$ cat src/rtl/ifmux_drr_sched.sv
// Deficit-round-robin grant for the 4 rx ports; optional IFMUX_SCHED_STAT_EN adds per-port grant counters.
// Grant 2 cycles after sched_req when the first visited port qualifies (+1 per extra port); bp aborts a scan to IDLE.
module ifmux_drr_sched #(
  parameter int LEN_W       = 12,
  parameter int DEF_W       = 14,
  parameter int QUANTUM_RST = 1536
) (
  input  logic               clk_sys,
  input  logic               rstn_sys,
  input  logic [3:0]         rx_ptr_fifo_empty,
  input  logic [4*LEN_W-1:0] rx_head_len,
  input  logic               bp,
  input  logic               sched_req,
  input  logic               cfg_load,
  input  logic [4*LEN_W-1:0] cfg_quantum,
  output logic               grant_vld,
  output logic [3:0]         grant_vec,
  output logic [1:0]         grant_bin,
  output logic               sched_busy,
  output logic [63:0]        stat_grant_cnt
);

  typedef enum logic [3:0] {
    IDLE  = 4'b0001,
    SCAN  = 4'b0010,
    GRANT = 4'b0100,
    HOLD  = 4'b1000
  } state_t;

  state_t           state, state_nxt;
  logic [1:0]       ptr, ptr_nxt;
  logic             new_visit, new_visit_nxt;
  logic [DEF_W-1:0] def_q [4];
  logic [LEN_W-1:0] quantum [4];
  logic [LEN_W-1:0] head_len [4];

  logic             any_ready;
  logic [DEF_W:0]   sum;
  logic [DEF_W-1:0] eff;
  logic [DEF_W-1:0] head_ext;
  logic             def_we;
  logic [DEF_W-1:0] def_wdat;
  logic             take;

  always_comb begin
    for (int i = 0; i < 4; i++) head_len[i] = rx_head_len[i*LEN_W +: LEN_W];
  end

  assign any_ready = ~&rx_ptr_fifo_empty;
  assign head_ext  = {{(DEF_W-LEN_W){1'b0}}, head_len[ptr]};
  assign sum       = {1'b0, def_q[ptr]} + {{(DEF_W+1-LEN_W){1'b0}}, quantum[ptr]};
  // The quantum is credited only on arrival at a port, not while it keeps winning.
  assign eff       = !new_visit ? def_q[ptr] : (sum[DEF_W] ? {DEF_W{1'b1}} : sum[DEF_W-1:0]);

  always_comb begin
    state_nxt     = state;
    ptr_nxt       = ptr;
    new_visit_nxt = new_visit;
    def_we        = 1'b0;
    def_wdat      = '0;
    take          = 1'b0;
    case (state)
      IDLE: if (sched_req && !bp && any_ready) state_nxt = SCAN;
      SCAN: begin
        if (bp || !any_ready) begin
          state_nxt = IDLE;
        end else if (rx_ptr_fifo_empty[ptr] || quantum[ptr] == '0) begin
          def_we        = 1'b1;
          ptr_nxt       = ptr + 2'd1;
          new_visit_nxt = 1'b1;
        end else if (eff >= head_ext) begin
          def_we        = 1'b1;
          def_wdat      = eff - head_ext;
          new_visit_nxt = 1'b0;
          take          = 1'b1;
          state_nxt     = GRANT;
        end else begin
          def_we        = 1'b1;
          def_wdat      = eff;
          ptr_nxt       = ptr + 2'd1;
          new_visit_nxt = 1'b1;
        end
      end
      GRANT: state_nxt = HOLD;
      HOLD:  if (!sched_req) state_nxt = IDLE;
      default: state_nxt = IDLE;
    endcase
  end

  always_ff @(posedge clk_sys or negedge rstn_sys) begin
    if (!rstn_sys) begin
      state     <= IDLE;
      ptr       <= 2'd0;
      new_visit <= 1'b1;
      grant_vec <= 4'd0;
      grant_bin <= 2'd0;
      for (int i = 0; i < 4; i++) begin
        def_q[i]   <= '0;
        quantum[i] <= LEN_W'(QUANTUM_RST);
      end
    end else begin
      state     <= state_nxt;
      ptr       <= ptr_nxt;
      new_visit <= new_visit_nxt;
      if (def_we) def_q[ptr] <= def_wdat;
      if (take) begin
        grant_vec <= 4'b0001 << ptr;
        grant_bin <= ptr;
      end
      if (cfg_load) begin
        for (int i = 0; i < 4; i++) quantum[i] <= cfg_quantum[i*LEN_W +: LEN_W];
      end
    end
  end

  assign grant_vld  = (state == GRANT);
  assign sched_busy = (state != IDLE);

`ifdef IFMUX_SCHED_STAT_EN
  logic [15:0] grant_cnt [4];

  always_ff @(posedge clk_sys or negedge rstn_sys) begin
    if (!rstn_sys) begin
      for (int i = 0; i < 4; i++) grant_cnt[i] <= 16'd0;
    end else if (take) begin
      grant_cnt[ptr] <= grant_cnt[ptr] + 16'd1;
    end
  end

  assign stat_grant_cnt = {grant_cnt[3], grant_cnt[2], grant_cnt[1], grant_cnt[0]};
`else
  assign stat_grant_cnt = 64'd0;
`endif

endmodule
$ cat config.mk
export PLATFORM = sky130hd
export DESIGN_NAME = ifmux_drr_sched
export DESIGN_NICKNAME = d
export VERILOG_FILES = /design/src/rtl/ifmux_drr_sched.sv
export SDC_FILE = /design/constraint.sdc
export NUM_CORES = 1
export LEC_CHECK = 0
export BUFFER_PORTS_ARGS = -buffer_cell sky130_fd_sc_hd__buf_2
export CAP_MARGIN = 20
export CORE_MARGIN = 2
export CORE_UTILIZATION = 50
export CTS_CLUSTER_SIZE = 30
export DETAILED_ROUTE_END_ITERATION = 8
export GPL_TIMING_DRIVEN = 0
export PLACE_DENSITY = 0.86
export REMOVE_ABC_BUFFERS = 1
export SLEW_MARGIN = 15
export SYNTH_ARGS = -nofsm -noshare
export SYNTH_HDL_FRONTEND = slang
export SYNTH_SLANG_ARGS = --single-unit
$ cat constraint.sdc
create_clock -name clk_sys -period 5.3 [get_ports clk_sys]
set_input_delay 0.795 -clock clk_sys [delete_from_list [all_inputs] [get_ports clk_sys]]
set_output_delay 0.795 -clock clk_sys [all_outputs]
set_load 0.05 [all_outputs]
After elaboration in Yosys (flattened, before gate mapping)

Cells that the tools add are included.
W data, S select, Z words.

$add $sub $neg: 3
Magnitude comparators: 4
Equality and inequality tests: 10
Shift operators: 1
Mux-type cells: 36
Bitwise logic cells: 2
Reductions and logical operators: 12

Operator list:

| cell                  | count |
|---|---|
| $mux W14              | 9 |
| $bwmux W56            | 1 |
| $bmux W12 S2          | 2 |
| $mux W12              | 4 |
| $bmux W14 S2          | 1 |
| $demux W14 S2         | 1 |
| $mux W4               | 5 |
| $pmux W4 S4           | 1 |
| $add A14 B12 Y15      | 1 |
| $ge A14 B12 Y1        | 1 |
| $sub A14 B12 Y14      | 1 |
| $logic_not A12 Y1     | 1 |
| $mux W1               | 9 |
| $reduce_and A4 Y1     | 2 |
| $ne A2 B2 Y1 const B  | 3 |
| $ne A3 B3 Y1 const B  | 2 |
| $eq A4 B1 Y1 const B  | 1 |
| $eq A4 B2 Y1 const B  | 1 |
| $eq A4 B3 Y1 const B  | 1 |
| $eq A4 B4 Y1 const B  | 1 |
| $mux W2               | 2 |
| $ne A4 B1 Y1 const B  | 1 |
| $shl A1 B2 Y4 const A | 1 |
| $ge A3 B3 Y1 const B  | 1 |
| other kinds (11)      | 15 |

Flip-flop bits (word level): 117
Input bits: 105
Word-level logic and storage cells: 81

Logic depth before layout (Yosys ltp)

Gate-level depths: netlist of the first run.

Word-level depth: 13
Mapped depth: 25
Mapped depth without buffers: 20

Least setup slack after synthesis of the first run

Ideal clock, no wire load.

Kind: reg2reg
Start point: register ptr[0]
End point: register grant_bin[0]
Setup time: 125 ps
Arrival: 5749 ps
Required time: 5175 ps
Setup slack: -574 ps
Cell stages (with the launch flop): 26
Buffers on the path: 6
Clock period less this slack: 5874 ps
Cells stage by stage: dfrtp_1 -> buf_4 -> buf_6 -> buf_2 -> buf_2 -> mux4_2 -> ha_1 -> a211oi_1 -> o21ai_1 -> a31oi_2 -> a21o_1 -> nand2_1 -> o22ai_1 -> ha_1 -> inv_1 -> fa_1 -> nand3_1 -> a21oi_1 -> o2111ai_1 -> nand2_1 -> nor3_2 -> and2_1 -> buf_4 -> nand2b_1 -> buf_2 -> mux2_2

Longest elaborated chain between the ends: 12
Elaborated cells on any way between the ends: 22
Classes of those cells: 1 x add/sub; 1 x order compare; 17 x mux; 1 x bitwise; 2 x reduce/logical

RTL lines:

| element                                                                 | RTL line   | RTL |
|---|---|---|
| from (decl)                                                             | 31         | `logic [1:0] ptr, ptr_nxt;` |
| from (signal assigned)                                                  | 103        | `ptr <= ptr_nxt;` |
| $not A2 Y3 (implied by the code)                                        | n/a        |  |
| $bmux W14 S2 or $bmux W12 S2 (tied branches)                            | 51, 53, 67 |  |
| $mux W14 (implied by the code) or $mux W12 (tied branches) (2 in a row) | 51, 53, 67 |  |
| $add A14 B12 Y15                                                        | 51         | `assign sum = {1'b0, def_q[ptr]} + {{(DEF_W+1-LEN_W){1'b0}}, quantum[ptr]};` |
| $mux W14 (2 in a row)                                                   | 53         | `assign eff = !new_visit ? def_q[ptr] : (sum[DEF_W] ? {DEF_W{1'b1}} : sum[DEF_W-1:0]);` |
| $ge A14 B12 Y1                                                          | 71         | `end else if (eff >= head_ext) begin` |
| $mux W1                                                                 | 71         |  |
| $mux W1                                                                 | 67         | `end else if (rx_ptr_fifo_empty[ptr] \|\| quantum[ptr] == '0) begin` |
| $mux W1                                                                 | 65         | `if (bp \|\| !any_ready) begin` |
| $mux W1                                                                 | 62         | `case (state)` |
| to (signal assigned)                                                    | 108        | `grant_bin <= ptr;` |
| to (decl)                                                               | 18         | `output logic [1:0] grant_bin,` |

Parallel ways exist; a longest one is shown, timed or not. The select of a mux whose other input is x is not followed.
A chain may end at the register's enable or synchronous reset.

Worst setup path after layout of the first run

Start point: register ptr[0]
End point: register def_q[13] (netlist bit)

Longest elaborated chain between the ends: 13
Elaborated cells on any way between the ends: 29
Classes of those cells: 2 x add/sub; 3 x order compare; 20 x mux; 1 x bitwise; 3 x reduce/logical

RTL lines:

| element                                                                 | RTL line   | RTL |
|---|---|---|
| $not A2 Y3 (implied by the code)                                        | n/a        |  |
| $bmux W14 S2 or $bmux W12 S2 (tied branches)                            | 51, 53, 67 |  |
| $mux W14 (implied by the code) or $mux W12 (tied branches) (2 in a row) | 51, 53, 67 |  |
| $add A14 B12 Y15                                                        | 51         |  |
| $mux W14 (2 in a row)                                                   | 53         |  |
| $sub A14 B12 Y14 or $ge A14 B12 Y1 (tied branches)                      | 73, 71     |  |
| $mux W14                                                                | 71         |  |
| $mux W14                                                                | 67         |  |
| $mux W14                                                                | 65         |  |
| $mux W14                                                                | 62         |  |
| $bwmux W56 (*)                                                          | 105        | `if (def_we) def_q[ptr] <= def_wdat;` |
| to (signal, indexed assignment)                                         | 105        |  |
| to (decl)                                                               | 33         | `logic [DEF_W-1:0] def_q [4];` |

Every way passes the cells marked *; elsewhere a longest branch is shown, timed or not. The select of a mux whose other input is x is not followed.

==> flow_summary.yaml, run 1 <==
floorplanning:
  core-area_um2: 14600
  die_w_um: 127
  die_h_um: 127
  start_util_pct: 51.5
  ioPinCount: 177
  placementRows: 44
  dieArea_um2: 16000
yosys:
  synthTopCellsByCount: "dfrtp_1 (107), buf_4 (66), nand2_1 (64)"
  yosysMostFrequentCell: "dfrtp_1"
  yosysUniqueCellTypes: 67
  synth_area_per_cell_um2: 11.0
  yosys_warnings: 0
  synth_top_area_share_pct: 35.7
  ys_seq_area_share_pct: 39.2
  yosys.area.top_type: "dfrtp_1"
  synthArstFlopShare_pct: 100
  synthCells: 684
  synth-edff-count: 0
  synth.cell_area_um2: 7510
  synth.area.top_cells: "dfrtp_1 (36%), mux4_2 (11%), mux2_2 (9.0%), buf_4 (6.6%), ha_1 (4.7%)"
  synthFlopType: "dfrtp_1"
  synth_seq_cells: 117
timing:
  finalSetupViolCount: 67
  fmax_mhz: 170
  fin_crit_sh_pct: 111
  worstMarginPinSlew_ns: 1.12
  final.setup_skew_ns: 0.0105
  rsz0062_at_grt: "true"
  report.final.hold_viol_count: 0
  slew_viol_final: 0
  period_needed_ns: 5.88
  max-slew-margin-rel_pct: 25.3
  setup_ws_ns: -0.581
detailed_routing:
  vias: 6454
  via_per_inst: 6.29
  routed_wl_um: 22100
  drc: 0
  drt_iter0_drc: 832
  routedWlPerCell_um: 21.5
  ant_nets: 0
  dr.pass1.iters: 6
cts:
  cts_root_buf: "clkbuf_16"
  cts_tree: "built"
  hold_buffers: 0
  worst_skew_pair.late_latency_ns: 0.43
  h-tree-depth: 4
  cts.sinks: 117
  cts_made_buffers: 17
  clk_path_buf_depth: 2
  clk_pin_slew_ns: 0.06
worst_setup_path:
  rrSetupSlack_ns: -0.58
  timing.rr.end: "def_q[13]"
  setup.worst_path.end_class: "flop"
  cp-start-kind: "flop"
  crit-reg2reg-launch: "ptr[0]"
  critPathCapture: "def_q[13]"
  crit_start: "ptr[0]"
  worst-r2r-cell-count: 21
  crit_type: "flop to flop"
  cp.required_ns: 5.62
  arrival_ns: 6.20
  cp_max_fo: 5
layout:
  n_fill_cell: 1005
  regArea_um2: 2950
  fin_area_um2: 9430
  final_layout_size_suffix_gt1_share_pct: 43.6
  nNetsFinal: 964
  antenna_cells: 0
  area_growth_pct: 25.6
  multi_input_area_um2: 4540
grt:
  antenna_found_initial: 0
  grt_max_degree: 75
  grt_overflow_total: 0
  grt_pass1_wl_um: 31000
  track_usage_pct: 24.6
  grt_pass1_vias: 6158
power_and_ir_drop:
  leakagePower_uw: 0.00432
  ir_drop_mv: 0.335
  power_density_nw_per_um2: 579
  power.total_uw: 5460
hold_path:
  hp-class: "primary input to async pin"
outcome:
  violations: "setup timing"
  outcome: "finished, violations left"
placement:
  port_buffers: 112
  gp_congestion: 0.888
  dpl.hpwl_um: 12200
  dpl-instance-area_um2: 8020
job:
  drv_cap: 0
[timing repair]
action,in CTS,in global routing
cloned,2,1
endpoints found under the setup margin,67,67
hold endpoints to repair,0,0
pin swaps,12,40
gates resized for setup,30,82
setup buffers,24,13
[worst max-delay path, cell delays in order, from the launching register on]
cell and delay [ns]:
dfrtp_4 0.50, buf_16 0.16, mux4_2 0.57, ha_4 0.20, fa_2 0.38, a211oi_4 0.28, o21ai_2 0.13, a31oi_2 0.24
buf_4 0.15, buf_4 0.12, a211oi_4 0.08, a211o_1 0.35, ha_4 0.34, nand4_1 0.34, a21oi_4 0.39, o2111ai_2 0.20
nand2_2 0.13, nor3_4 0.06, buf_6 0.14, a2111o_1 0.40, mux2_4 0.36, a31oi_1 0.23
[worst min path at each step]
stage / end / slack [ns]
after floorplan: state[3] / 0.44
after global placement: def_q[22] / 0.45
after detailed placement: def_q[26] / 0.46
after CTS: quantum[29] / 0.30
after global routing: quantum[35] / 0.32
final: quantum[32] / 0.29
[layout make-up]
cell class,instances,area share (%)
Clock buffer,20,4.84
Clock inverter,12,1.63
Inverter,24,0.955
Multi-Input combinational cell,514,48.2
Sequential cell,117,31.3
Tap cell,184,2.44
Timing Repair Buffer,155,10.7
[kinds of logic after synthesis]
group,Yosys count,synth area share [%]
muxes,108,21.8
xor gates and xnor gates,19,2.22
adders and majority gates,30,5.20
buffers and inverters,117,9.46
DFF,117,39.2
and+or+nand+nor,146,9.20
AOI/OAI and AO/OA,146,12.9
other,1,0.0499
[per-stage QoR]
stage	hold slack (ns)	util, %	TNS, ns	instances	worst slack, ns
after floorplan	0.435	-	-94.02	654	-1.70
after global placement	0.454	54.3	-195.27	950	-3.24
after detailed placement	0.460	54.9	-97.94	954	-1.75
after CTS	0.296	61.5	0	1012	0.00488
after global routing	0.318	64.7	-31.05	1026	-0.660
final	0.292	64.7	-22.67	1026	-0.581
[cells in the final DEF, fill, tap and decap left out, types with 5 or more instances in the layout]
cell,count
ha_1,19
o21ai_1,15
xor2_1,6
dfrtp_1,105
nor3_1,8
clkbuf_16,18
nor2_1,21
a31oi_1,5
buf_2,111
o31ai_1,5
mux2_4,8
dfstp_2,10
ha_4,8
inv_1,23
buf_4,32
o21ai_0,23
mux4_2,38
nand2_1,62
a21oi_1,26
o31ai_2,12
mux2_2,53
buf_6,6
conb_1,64
o21ai_2,6
nand3_1,13
xnor2_1,12
a21oi_2,6
[registers in the layout, summed over array words and instances, names as in the netlist]
register / count
grant_vec: 4
quantum: 48
def_q: 56
ptr: 2
grant_bin: 2
state: 4
new_visit: 1
[power by group]
part,internal [uW],switching [uW],total [uW],leakage [uW]
sequential,967,67.8,1040,0.00150
clock,762,424,1190,0.000292
combinational,1390,1840,3240,0.00252
total,3120,2340,5460,0.00432
[layer usage]
layer | wire length [um] | global-route usage [%] | vias up
met4 | 1610 | 13.2 | 0
li1 | - | - | 2685
met3 | 2280 | 6.12 | 161
met1 | 7520 | 29.2 | 3121
met2 | 10600 | 41.2 | 487
met5 | 0 | 0 | -
(Power assumes the default switching activity.)
==> run 2, diff against run 1 <==
Settings changed: CORE_UTILIZATION 50 to 54, PLACE_DENSITY 0.86 to 0.88.
Clock period 5.3 ns to 6.3 ns, I/O delays scaled along.
==> flow_summary.yaml, run 2 (synthesis results as in run 1) <==
worst_setup_path:
  setup.worst_path.end_class: "flop"
  arrival_ns: 6.42
  crit_type: "flop to flop"
  crit-reg2reg-launch: "ptr[0]"
  crit_family: "compound AO/OA/AOI/OAI gates"
  cp_max_fo: 31
  timing.rr.end: "grant_vec[0]"
  cp-start-kind: "flop"
  path_cells: "buf_16, mux4_2, ha_1, fa_1, a211oi_2, o21ai_1, a31oi_2, a21o_1, nand2_1, o22ai_2, ha_1, inv_1, fa_1, nand3_1, a21oi_1, o2111ai_1, nand2_1, nor3_4, and2_4, nand2b_2, mux2_2"
  cp.required_ns: 6.59
  worst-r2r-cell-count: 21
  cpMaxStageDelayCell: "mux4_2"
  rrSetupSlack_ns: 0.17
  max_stage_delay_ns: 0.58
  cp_num_buf_inv: 2
timing:
  final.setup_skew_ns: 0.0146
  report.final.hold_viol_count: 0
  finalSetupViolCount: 0
  holdWs_ns: 0.417
  fin_crit_sh_pct: 97.3
  fin_setup_tns_ns: 0
  max-slew-margin-rel_pct: 31.9
  period_needed_ns: 6.13
  fmax_mhz: 163
  worstMarginPinSlew_ns: 1.02
  slew_viol_final: 0
grt:
  antenna_found_initial: 0
  grt_overflow_total: 0
  track_usage_pct: 24.1
  grt_pass1_wl_um: 27400
  grt_pass1_vias: 5538
  grt_max_degree: 83
layout:
  largest-register: "def_q"
  antenna_cells: 0
  final_common_cell: "buf_2"
  area_growth_pct: 16.3
  nNetsFinal: 930
  final_layout_size_suffix_gt1_share_pct: 35.0
  n_fill_cell: 1062
  most-common-layout-cells: "buf_2 (111), dfrtp_1 (105), nand2_1 (64), conb_1 (64), mux2_2 (60)"
  fin_area_um2: 8730
  largest_register_ffs: 56
  final_cells: 988
  largestRegisters: "def_q x56, quantum x48"
power_and_ir_drop:
  leakagePower_uw: 0.00405
  ir_drop_mv: 0.252
  power_density_nw_per_um2: 443
  power.total_uw: 3870
floorplanning:
  die_w_um: 122
  start_util_pct: 54.7
  ioPinCount: 177
  die_h_um: 122
  placementRows: 43
  core-area_um2: 13700
  dieArea_um2: 14900
cts:
  worst_skew_pair.late_latency_ns: 0.42
  cts_root_buf: "clkbuf_16"
  clk_path_buf_depth: 2
  cts_made_buffers: 17
  cts_tree: "built"
  cts.sinks: 117
  clk_pin_slew_ns: 0.06
  h-tree-depth: 4
detailed_routing:
  routed_wl_um: 17500
  ant_nets: 0
  drc: 0
  dr.pass1.iters: 6
  via_per_inst: 5.85
  vias: 5780
  drt_iter0_drc: 592
  routedWlPerCell_um: 17.7
placement:
  port_buffers: 112
  gp_congestion: 0.953
  place_inst: 950
  dpl-instance-area_um2: 8010
  dpl.hpwl_um: 11900
hold_path:
  hp-class: "primary input to async pin"
outcome:
  outcome: "finished clean"
job:
  drv_cap: 0
==> run 2: cell count changes in the layout (fill, tap and decap cells not counted), sizes merged <==
cell    change
buf        -32
bufinv      +1
clkbuf      -1
clkinv      -1
bufbuf      -1
==> run 2: worst register-to-register path: cells and delay by family (launching register included) <==
family          cells  cell delay [ns]
compound gates      7             1.61
buf+inv             2             0.29
simple gates        6             1.42
fa+ha+maj           4             1.31
flops               1             0.43
mux                 2             0.96
==> run 2: power breakdown <==
part           leakage (uW)  switching (uW)  internal, uW
clock network      0.000296             356           672
logic               0.00225            1150           810
registers           0.00150            62.6           814
total               0.00405            1570          2300
==> run 2: worst max-delay path by stage <==
| stage | startpoint | endpoint | cells past startpoint |
|---|---|---|---|
| 2_1_floorplan | ptr[0] | grant_bin[0] | 20 |
| 3_3_place_gp | ptr[0] | ptr[1] | 20 |
| 3_5_place_dp | ptr[0] | grant_vec[2] | 21 |
| 4_1_cts | ptr[1] | grant_vec[2] | 21 |
| 5_1_grt | ptr[0] | grant_vec[2] | 21 |
| 6_report | ptr[0] | grant_vec[0] | 21 |
==> run 2: area by class of cell <==
cell class	count	area (um2)	area share (%)
tap	180	225	2.58
sequential	117	2950	33.8
inverter	24	90.1	1.03
timing repair buffer	121	687	7.87
multi-input combinational	514	4160	47.6
clock inverter	12	179	2.05
clock buffer	20	447	5.12
==> run 2: through the flow <==
stage               setup WS (ns)  util, %
finish                      0.170     63.6
global route              -0.0669     63.6
CTS                       0.00448     63.1
detailed placement         -0.710     58.4
global placement            -2.27     57.7
floorplan                  -0.696        -
==> run 2: what timing repair did <==
action / CTS / global route
setup buffers: 1 / 4
hold buffers: 0 / 0
cloned: 0 / 1
resized for setup: 3 / 9
pin swaps: 0 / 2
endpoints found under the setup margin: 62 / 66
==> run 2: metal layers <==
layer / GRT usage [%] / up-vias / part of all wire, %
li1: - / 2610 / -
met1: 29.9 / 2835 / 39
met2: 39.1 / 280 / 50
met3: 5.99 / 55 / 7.4
met4: 12.6 / 0 / 3.6
met5: 0 / - / 0
